===== src/rtl/fir_tap_sequencer.sv =====
`timescale 1ns/1ps
// fir_tap_sequencer: front end of the 10-tap FIR accumulator.
// Accepts a 3-bit signed sample on each accepted strobe and shifts it into
// a 10-stage delay line. It then walks the MAC through taps 1..10 and
// captures the accumulated sum as the filter output.
// Optional feature macro: FIR_OVERRUN_FLAG_EN adds the sticky oOverrun flag,
// which reports strobes that arrive while a run is in progress.
module fir_tap_sequencer (
  input  logic        iClk_12M,
  input  logic        iRsn,
  input  logic        iEnSample,
  input  logic [2:0]  iFirIn,
  input  logic [15:0] iMac,
  output logic [2:0]  oDelay1,
  output logic [2:0]  oDelay2,
  output logic [2:0]  oDelay3,
  output logic [2:0]  oDelay4,
  output logic [2:0]  oDelay5,
  output logic [2:0]  oDelay6,
  output logic [2:0]  oDelay7,
  output logic [2:0]  oDelay8,
  output logic [2:0]  oDelay9,
  output logic [2:0]  oDelay10,
  output logic [3:0]  oEnMul,
  output logic        oEnAdd,
  output logic        oEnAcc,
  output logic [3:0]  oCoeffAddr,
  output logic        oBusy,
  output logic [15:0] oFirOut,
`ifdef FIR_OVERRUN_FLAG_EN
  output logic        oOverrun,
`endif
  output logic        oFirOutValid
);

  typedef enum logic [1:0] {
    ST_IDLE,
    ST_RUN,
    ST_DONE
  } state_t;

  localparam logic [3:0] LAST_TAP = 4'd10;

  state_t      state_q, state_d;
  logic [2:0]  delay_q [10];
  logic [2:0]  delay_d [10];
  logic [3:0]  tap_q, tap_d;
  logic [3:0]  en_mul_q, en_mul_d;
  logic [3:0]  coeff_addr_q, coeff_addr_d;
  logic        en_add_q, en_add_d;
  logic        en_acc_q, en_acc_d;
  logic        busy_q, busy_d;
  logic [15:0] fir_out_q, fir_out_d;
  logic        fir_out_valid_q, fir_out_valid_d;

  // Next state, delay-line shift and the registered control outputs for the next cycle
  always_comb begin
    state_d         = state_q;
    tap_d           = tap_q;
    for (int i = 0; i < 10; i++) begin
      delay_d[i] = delay_q[i];
    end
    en_mul_d        = 4'd0;
    coeff_addr_d    = 4'd0;
    en_add_d        = 1'b0;
    en_acc_d        = 1'b0;
    busy_d          = 1'b0;
    fir_out_d       = fir_out_q;
    fir_out_valid_d = 1'b0;

    case (state_q)
      ST_IDLE: begin
        if (iEnSample) begin
          delay_d[0] = iFirIn;
          for (int i = 1; i < 10; i++) begin
            delay_d[i] = delay_q[i-1];
          end
          tap_d        = 4'd1;
          en_mul_d     = 4'd1;
          coeff_addr_d = 4'd0;
          en_add_d     = 1'b1;
          en_acc_d     = 1'b1;
          busy_d       = 1'b1;
          state_d      = ST_RUN;
        end
      end
      ST_RUN: begin
        busy_d = 1'b1;
        if (tap_q == LAST_TAP) begin
          state_d = ST_DONE;
        end else begin
          tap_d        = tap_q + 4'd1;
          en_mul_d     = tap_q + 4'd1;
          coeff_addr_d = tap_q;
          en_add_d     = 1'b1;
          en_acc_d     = 1'b1;
        end
      end
      ST_DONE: begin
        fir_out_d       = iMac;
        fir_out_valid_d = 1'b1;
        state_d         = ST_IDLE;
      end
      default: begin
        state_d = ST_IDLE;
      end
    endcase
  end

  // State, delay line and output registers; reset aborts any run immediately
  always_ff @(posedge iClk_12M or negedge iRsn) begin
    if (!iRsn) begin
      state_q         <= ST_IDLE;
      tap_q           <= 4'd0;
      for (int i = 0; i < 10; i++) begin
        delay_q[i] <= 3'd0;
      end
      en_mul_q        <= 4'd0;
      coeff_addr_q    <= 4'd0;
      en_add_q        <= 1'b0;
      en_acc_q        <= 1'b0;
      busy_q          <= 1'b0;
      fir_out_q       <= 16'd0;
      fir_out_valid_q <= 1'b0;
    end else begin
      state_q         <= state_d;
      tap_q           <= tap_d;
      for (int i = 0; i < 10; i++) begin
        delay_q[i] <= delay_d[i];
      end
      en_mul_q        <= en_mul_d;
      coeff_addr_q    <= coeff_addr_d;
      en_add_q        <= en_add_d;
      en_acc_q        <= en_acc_d;
      busy_q          <= busy_d;
      fir_out_q       <= fir_out_d;
      fir_out_valid_q <= fir_out_valid_d;
    end
  end

`ifdef FIR_OVERRUN_FLAG_EN
  logic overrun_q, overrun_d;

  // Sticky flag: any strobe seen outside IDLE is a dropped sample
  always_comb begin
    overrun_d = overrun_q | (iEnSample && (state_q != ST_IDLE));
  end

  // Overrun register, cleared only by reset
  always_ff @(posedge iClk_12M or negedge iRsn) begin
    if (!iRsn) begin
      overrun_q <= 1'b0;
    end else begin
      overrun_q <= overrun_d;
    end
  end

  assign oOverrun = overrun_q;
`endif

  assign oDelay1      = delay_q[0];
  assign oDelay2      = delay_q[1];
  assign oDelay3      = delay_q[2];
  assign oDelay4      = delay_q[3];
  assign oDelay5      = delay_q[4];
  assign oDelay6      = delay_q[5];
  assign oDelay7      = delay_q[6];
  assign oDelay8      = delay_q[7];
  assign oDelay9      = delay_q[8];
  assign oDelay10     = delay_q[9];
  assign oEnMul       = en_mul_q;
  assign oCoeffAddr   = coeff_addr_q;
  assign oEnAdd       = en_add_q;
  assign oEnAcc       = en_acc_q;
  assign oBusy        = busy_q;
  assign oFirOut      = fir_out_q;
  assign oFirOutValid = fir_out_valid_q;

endmodule


===== config.mk =====
export PLATFORM = sky130hd
export DESIGN_NAME = fir_tap_sequencer
export DESIGN_NICKNAME = d
export VERILOG_FILES = /design/src/rtl/fir_tap_sequencer.sv
export SDC_FILE = /design/constraint.sdc
export NUM_CORES = 1
export LEC_CHECK = 0
export BUFFER_PORTS_ARGS = -buffer_cell sky130_fd_sc_hd__buf_2
export CAP_MARGIN = 40
export CORE_ASPECT_RATIO = 0.7
export CORE_MARGIN = 3
export CORE_UTILIZATION = 40
export CTS_CLUSTER_DIAMETER = 150
export CTS_CLUSTER_SIZE = 40
export DETAILED_ROUTE_END_ITERATION = 8
export MAX_ROUTING_LAYER = met4
export PLACE_DENSITY = 0.76
export SLEW_MARGIN = 15
export SYNTH_ARGS = -nofsm -noshare
export SYNTH_HDL_FRONTEND = slang
export SYNTH_SLANG_ARGS = --single-unit

===== constraint.sdc =====
create_clock -name iClk_12M -period 1.7 [get_ports iClk_12M]
set_input_delay 0.17 -clock iClk_12M [delete_from_list [all_inputs] [get_ports iClk_12M]]
set_output_delay 0.17 -clock iClk_12M [all_outputs]
set_load 0.05 [all_outputs]

# Word level (Yosys, flattened, before mapping)
# Index checks and enable logic that the tools add are counted.
dict set report totals {
  reg_bits 63
  latch_bits 0
  input_bits 22
  output_inout_bits 58
  ramBits 0
  rom_bits 0
  n_memories 0
}
dict set report op_classes {
  eq_ne 6
  n_shift 0
  reduce_logical 5
  n_mux 16
  n_addsub 1
  n_lt_le_gt_ge 0
  div_mod_pow 0
  n_bitwise 0
  mul 0
}
# cell n
set op_table {}
lappend op_table {{2-to-1 mux 4 bit} 5}
lappend op_table {{one-hot mux 4 bit (2 select lines)} 2}
lappend op_table {{inequality test 2 bit (second input constant)} 3}
lappend op_table {{adder 4 x 1 -> 4 bit (second input constant)} 1}
lappend op_table {{equality test 4 bit (second input constant)} 1}
lappend op_table {{2-to-1 mux 1 bit} 4}
lappend op_table {{2-to-1 mux 2 bit} 2}
lappend op_table {{one-hot mux 1 bit (2 select lines)} 2}
lappend op_table {{one-hot mux 2 bit (2 select lines)} 1}
lappend op_table {{AND reduction 2 bit} 2}
lappend op_table {{AND reduction 3 bit} 1}
lappend op_table {{equality test 2 x 1 -> 1 bit (second input constant)} 1}
lappend op_table {{equality test 2 bit (second input constant)} 1}
lappend op_table {{zero test 2 bit} 1}
lappend op_table {{nonzero test 2 bit} 1}

# Depth between registers and ports, before layout
# Gate-level depths: netlist (run 1).
dict set report depth {
  ltp_word 3
  ltp_mapped 5
}

# Least setup slack after synthesis (run 1)
# Ideal clock, no wire load.
dict set report synth_path {
  path_kind {register to register}
  start {reg tap_q[0]}
  end {reg tap_q[0]}
  arrival_ns 1.267
  required_time_ns 1.575
  path_buffers 0
  setup_ns 0.125
  slack_ns 0.308
  synth_period_minus_slack_ns 1.392
  stages_incl_launch_ff 6
  cell_sequence {dfrtp_1 inv_1 ha_1 nand3b_1 a21o_1 mux2_4}
}
dict set report synth_via {
  elab_chain_len 3
  word_cells_on_any_way 6
  cone_classes {add/sub: 1; eq/ne: 2; mux: 2; reduce/logical: 1}
}
# item line_no
set synth_lines {}
lappend synth_lines {{from (decl)} 47} ;# logic [3:0] tap_q, tap_d;
lappend synth_lines {{from (signal assigned)} 127} ;# tap_q <= tap_d;
lappend synth_lines {{adder 4 x 1 -> 4 bit or equality test 4 bit (tied branches)} {92, 89}}
lappend synth_lines {{2-to-1 mux 4 bit or inequality test 2 bit (tied branches)} --}
lappend synth_lines {{one-hot mux 4 bit (2 select lines) or AND reduction 3 bit (tied branches)} --}
# Several ways; a longest one is shown, not always the timed one. The select of a mux whose other input is x is not followed.
# A chain may end at the register's enable or synchronous reset.

# Worst setup path in the final report (run 1)
dict set report layout_path {
  start {reg state_q[1]}
  end {reg delay_q, in the netlist oDelay9[1]}
}
dict set report layout_via {
  elab_chain_len 2
}
# item line_no
set layout_lines {}
lappend layout_lines {{from (decl)} 44} ;# state_t state_q, state_d;
lappend layout_lines {{from (signal assigned)} 126} ;# state_q <= state_d;
lappend layout_lines {{zero test 2 bit} 71} ;# case (state_q)
lappend layout_lines {{AND reduction 2 bit (no source line)} --}
lappend layout_lines {{to (signal, indexed assignment)} 129} ;# delay_q[i] <= delay_d[i];
lappend layout_lines {{to (decl)} 45} ;# logic [2:0] delay_q [10];
# Every way passes these cells.

==> results of run 1 <==
path summary, 6_finish.rpt:
kind	cells past startpoint	end
max	3	oDelay9[1]
min	2	oDelay1[1]
max reg2reg	3	oDelay9[1]
min reg2reg	1	oFirOut[7]
max in group asynchronous	3	oFirOut[1]
min in group asynchronous	3	oDelay7[0]
state kept, by name, indices dropped and copies added (netlist names), 2 cells and up:
| register | count |
|---|---|
| oCoeffAddr | 4 |
| oDelay1 | 3 |
| oDelay10 | 3 |
| oDelay2 | 3 |
| oDelay3 | 3 |
| oDelay4 | 3 |
| oDelay5 | 3 |
| oDelay6 | 3 |
| oDelay7 | 3 |
| oDelay8 | 3 |
| oDelay9 | 3 |
| oEnMul | 4 |
| oFirOut | 16 |
| state_q | 2 |
| tap_q | 4 |
Yosys cell counts, drive strengths merged:
| cell | number |
|---|---|
| o21ai | 1 |
| nand3b | 1 |
| mux2 | 47 |
| nor2b | 4 |
| buf | 7 |
| and2 | 1 |
| o31ai | 1 |
| a31o | 1 |
| inv | 3 |
| ha | 2 |
| nor3b | 1 |
| nand2 | 1 |
| a21o | 2 |
| o22ai | 2 |
| xnor2 | 2 |
| nand3 | 2 |
| dfrtp | 63 |
| nor2 | 9 |
routing by layer:
metal | vias to the layer above | global-route usage, % | wire length [um]
met1 | 695 | 17.5 | 2010
met5 | - | - | 0
met3 | 0 | 9.06 | 338
met2 | 52 | 20.9 | 2110
met4 | 0 | 2.73 | 0
li1 | 699 | - | -
cell usage in the layout (no fill, tap or decap), drive strengths merged:
cell         instances
mux2                47
nand2                1
o31ai                1
o21ai                1
bufinv               2
nor3b                1
clkbuf              12
dlygate4sd3          1
nand3b               1
a21o                 2
nand3                2
o22ai                2
dfrtp               63
inv                  3
nor2b                4
buf                 84
clkinv               1
and2                 1
ha                   2
nor2                 9
xnor2                2
a31o                 1
worst max-delay path: stages (launching register included):
cell and delay [ns]:
dfrtp_1 0.45, nor3b_4 0.33, buf_12 0.24, mux2_2 0.35
cells by family after synthesis:
family | after synthesis | synth area share, %
AND/OR/NAND/NOR | 19 | 4.61
adder cells (fa/ha/maj) | 2 | 1.05
AO/OA/AOI/OAI | 7 | 2.04
buffers and inverters | 10 | 3.35
flip-flops | 63 | 65.9
multiplexers | 47 | 22.3
XOR/XNOR | 2 | 0.733
stage by stage:
stage	cells	hold WS (ns)	utilization, %	setup WS, ns	instance area (um^2)
after floorplan	150	-0.126	-	0.308	2390
after global routing	315	0.0311	56.5	0.137	3110
after detailed placement	299	0.208	52.1	0.216	2870
after global placement	299	0.204	52.1	0.252	2870
final	315	0.0579	56.5	0.200	3110
after CTS	315	0.0362	56.5	0.201	3110
cell type report:
type / count / area [um^2]
inverter: 3 / 11.3
tap: 72 / 90.1
fill: 462 / 2390
clock inverter: 3 / 65.1
clock buffer: 12 / 165
multi-input combinational: 77 / 734
timing repair buffer: 85 / 468
sequential: 63 / 1580
==> results by group, run 1 <==
Outcome
  – Outcome: complete, no violations

Global routing
  – Gr ovfl total: 0
  – Antenna violations before repair: 0
  – Total Routing Usage GR: between 10 and 15%
  – First-pass GRT wire length: ~7.5 mm
  – Number of global-route vias before repair: 1,513
  – Largest net degree at the start of global routing: between 60 and 70

Yosys
  – Register area share after synthesis: 65.9%
  – Synth warnings: 0
  – Post-synthesis cell type count: 23
  – Syn Std Cell Area: between 2000 and 2500 um^2
  – Average cell area after synthesis: roughly 16 um^2
  – Number of synthesized register bits: 63
  – Synth Instances: 150
  – Net count after synthesis: ~170
  – Top cell type's share of synthesized area: around two thirds
  – Area contributors post-synth: dfrtp_1 66%, mux2_2 18%, mux2_1 3.8%
  – Post-synth top area cell: dfrtp_1

STA
  – Max Freq: 667 MHz
  – Slew @ Worst Pin: approximately 0.32 ns
  – RSZ-0062 raised after global routing: no
  – Pins over their slew limit: 0
  – Setup TNS: 0 ns
  – Endpoints failing setup: 0
  – Tcrit/Tclk final: roughly 88%
  – Tmin final: ~1.5 ns
  – Final Skew: roughly 0.0044 ns
  – Slew HR: about four fifths
  – Final hold vios: 0

Detailed routing
  – Via density: 4.59
  – Vias: between 1,000 and 1,500
  – Routed WL: about 4.5 mm
  – Routed Antenna Nets: 0
  – Drt wl/cell: 14.1 um
  – DRC: 0
  – Pre-antenna DRT Iters: 4
  – Initial DRC Count: 43

Clock network
  – Root Driver: clkbuf_8
  – Maximum clock path buffer count: 2
  – CTS Buf Count: 9
  – CTS sink cnt: between 60 and 70
  – Setup bufs post-CTS: 0
  – Hold_buf cts: 1
  – Clk_lat worst skew: ~0.32 ns
  – CTS tree: built
  – H-tree Lvls: 3
  – Resized cells post-CTS: 0
  – Reg clk slew, reported paths: ~0.060 ns

Floorplanning
  – Die X: slightly below 100 um
  – Core ar.: about 5500 um^2
  – Die ar.: 6960 um^2
  – Starting Density: 43.4%
  – Site row count: 22
  – Die Y: roughly 70 um
  – I/O Pins: 80

Critical path
  – Flop-to-flop setup slack: roughly 0.2 ns
  – Setup crit end kind: flop
  – Req. time, crit path: 1.91 ns
  – Crit Path Max Fanout: 30
  – Worst EP arrival: ~1.7 ns
  – CP Launch Type: flop
  – Setup CP Type: reg -> reg
  – Crit path from: state_q[1]
  – Worst reg2reg path startpoint: state_q[1]

Run
  – Max-cap violations: 0

Worst hold path
  – Worst hold start: iFirIn[1]
  – Hold Path Class: in -> reg

Layout
  – Nets: 263
  – Share of layout cells above drive strength 1: between 50% and 60%
  – Synth-to-Final Area Change: 30.1%
  – ANT cells: 0

Placed design
  – Input/output buffers: roughly 80
  – RD Place Congestion: 0.730
  – Post-DP HPWL: between 3 and 4 mm
Power of run 1 is not shown: default switching activity piles up to over one toggle a cycle in this logic, so the estimate is an artifact.
==> inputs of run 2 (changes only) <==
--- a/config.mk
+++ b/config.mk
@@ -9,12 +9,12 @@
 export CAP_MARGIN = 40
 export CORE_ASPECT_RATIO = 0.7
 export CORE_MARGIN = 3
-export CORE_UTILIZATION = 40
+export CORE_UTILIZATION = 34
 export CTS_CLUSTER_DIAMETER = 150
 export CTS_CLUSTER_SIZE = 40
 export DETAILED_ROUTE_END_ITERATION = 8
 export MAX_ROUTING_LAYER = met4
-export PLACE_DENSITY = 0.76
+export PLACE_DENSITY = 0.68
 export SLEW_MARGIN = 15
 export SYNTH_ARGS = -nofsm -noshare
 export SYNTH_HDL_FRONTEND = slang
==> run 2 against run 1 <==
Net effect:
- final cell count is 6.7% higher
- routed wire length grew 0.72%
- final area rose by 0.60%
- critical path depth stayed put
- clock skew is 0.00081 ns higher
- first-iteration DRC count is 7.0% higher
- setup slack gained 0.057 ns
- maximum frequency increased by 4.0%
- die area is 16% higher
- core utilization shrank 8.5 points
- critical endpoint is now oDelay7[1]
- via count grew 3.2%
- register-to-register slack improved by 0.06 ns
==> results by group, run 2 (synthesized netlist as in run 1, its figures left out) <==
Placed design
  – Post-Place Cells: 319 (was 299)
  – RD Place Congestion: 0.753 (was 0.730)
  – Input/output buffers: 79 (unchanged)
  – Post-DP HPWL: 3.12 mm (was 3.18 mm)
  – Worst slack, placed: 0.260 ns (was 0.216 ns)

Critical path
  – Setup CP Type: reg -> reg (unchanged)
  – CP Buf/Inv Count: 1 (unchanged)
  – Delay-heaviest family, CP: flip-flops (unchanged)
  – Worst EP arrival: 1.65 ns (was 1.71 ns)
  – Crit Path Max Fanout: 33 (was 30)
  – CP max stage delay: 0.46 ns (was 0.45 ns)
  – Crit-path slowest cell: dfrtp_1 (unchanged)
  – Req. time, crit path: 1.91 ns (about the same)
  – Worst-path cell chain: nor3b_4, buf_12, mux2_2 (unchanged)
  – CP Launch Type: flop (unchanged)
  – Setup crit end kind: flop (unchanged)

Layout
  – Nets: 264 (was 263)
  – Share of layout cells above drive strength 1: 58.8% (was 58.4%)
  – Most frequent cells in the layout: 79 x buf_2, 63 x dfrtp_1, 38 x mux2_2, 12 x clkbuf_8, 9 x nor2_1 (unchanged)
  – Largest register FFs: 16 (unchanged)
  – Post-layout util: 48.0% (was 56.5%)
  – Sequential cell area: 1580 um^2 (unchanged)
  – Synth-to-Final Area Change: 30.9% (was 30.1%)
  – ANT cells: 0 (unchanged)
  – Commonest non-fill, non-tap cell in the layout: buf_2 (unchanged)
  – Footprint of the multi-input gates: 734 um^2 (unchanged)
  – Final std cells w/o fill: 336 (was 315)
  – # fillers: 600 (was 462)

Clock network
  – Resized cells post-CTS: 0 (unchanged)
  – Maximum clock path buffer count: 2 (unchanged)
  – Hold_buf cts: 1 (unchanged)
  – H-tree Lvls: 3 (unchanged)
  – Setup bufs post-CTS: 0 (unchanged)
  – Root Driver: clkbuf_8 (unchanged)
  – CTS Buf Count: 9 (unchanged)
  – CTS tree: built (unchanged)
  – Clk_lat worst skew: 0.33 ns (was 0.32 ns)
  – Reg clk slew, reported paths: 0.07 ns (was 0.06 ns)
  – CTS sink cnt: 63 (unchanged)

STA
  – Final hold vios: 0 (unchanged)
  – Slew HR: 70.2% (was 78.6%)
  – Tmin final: 1.44 ns (was 1.50 ns)
  – Pins over their slew limit: 0 (unchanged)
  – Final Skew: 0.00526 ns (was 0.00444 ns)
  – Final WS setup: 0.258 ns (was 0.200 ns)
  – Endpoints failing setup: 0 (unchanged)
  – Slew @ Worst Pin: 0.446 ns (was 0.321 ns)
  – RSZ-0062 raised after global routing: no (unchanged)
  – Tcrit/Tclk final: 84.8% (was 88.2%)
  – Max Freq: 693 MHz (was 667 MHz)
  – Setup TNS: 0 ns (unchanged)

Floorplanning
  – I/O Pins: 80 (unchanged)
  – Core ar.: 6520 um^2 (was 5510 um^2)
  – Die Y: 76.2 um (was 70.7 um)
  – Starting Density: 36.7% (was 43.4%)
  – Site row count: 24 (was 22)
  – Die X: 106 um (was 98.4 um)
  – Die ar.: 8090 um^2 (was 6960 um^2)

Detailed routing
  – Via density: 4.44 (was 4.59)
  – Vias: 1,492 (was 1,446)
  – Routed WL: 4.49 mm (was 4.45 mm)
  – Initial DRC Count: 46 (was 43)
  – Routed Antenna Nets: 0 (unchanged)
  – Drt wl/cell: 13.3 um (was 14.1 um)
  – DRC: 0 (unchanged)
  – Pre-antenna DRT Iters: 4 (unchanged)

Outcome
  – Outcome: complete, no violations (unchanged)

Global routing
  – Number of global-route vias before repair: 1,576 (was 1,513)
  – Gr ovfl total: 0 (unchanged)
  – Antenna violations before repair: 0 (unchanged)
  – First-pass GRT wire length: 7.58 mm (was 7.45 mm)
  – Total Routing Usage GR: 12.3% (was 14.5%)
  – Largest net degree at the start of global routing: 46 (was 64)

Worst hold path
  – Hold Path Class: in -> reg (unchanged)

Run
  – Max-cap violations: 0 (unchanged)
==> run 2: cell types whose count changed in the layout (fill, tap and decap cells not counted) <==
| cell | change |
|---|---|
| clkinvlp_4 | +3 |
| bufinv_16 | -1 |
| buf_4 | +1 |
| clkinv_2 | -1 |
==> run 2: metrics by stage <==
| stage | area [um^2] | hold WS (ns) |
|---|---|---|
| after floorplan | 2390 | -0.126 |
| after global placement | 2900 | 0.145 |
| after detailed placement | 2900 | 0.146 |
| after global routing | 3130 | 0.0457 |
| after CTS | 3130 | 0.0363 |
| final | 3130 | 0.0538 |
==> run 2: final timing paths <==
check | startpoint | endpoint | slack [ns] | depth (start not counted)
worst max-delay path | state_q[1] | oDelay7[1] | 0.26 | 3
worst min-delay path | iFirIn[1] | oDelay1[1] | 0.05 | 2
worst max register to register | state_q[1] | oDelay7[1] | 0.26 | 3
worst min register to register | oFirOut[1] | oFirOut[1] | 0.50 | 1
max in group asynchronous | iRsn | oDelay7[1] | 0.80 | 3
min in group asynchronous | iRsn | oFirOut[7] | 0.32 | 2
==> run 2: layout make-up <==
cell class	instances	share of cell area [%]
Sequential cell	63	50.4
Multi-Input combinational cell	77	23.5
Timing Repair Buffer	86	15.2
Clock buffer	12	5.28
Tap cell	91	3.64
Clock inverter	4	1.68
Inverter	3	0.360
==> run 2: routing by layer <==
layer,global-route usage [%],vias up,wire [um]
li1,-,693,-
met1,14.6,737,2090
met2,18.3,55,2000
met3,5.25,7,349
met4,5.05,0,48
met5,-,-,0
Power of run 2 is left out for the same reason.
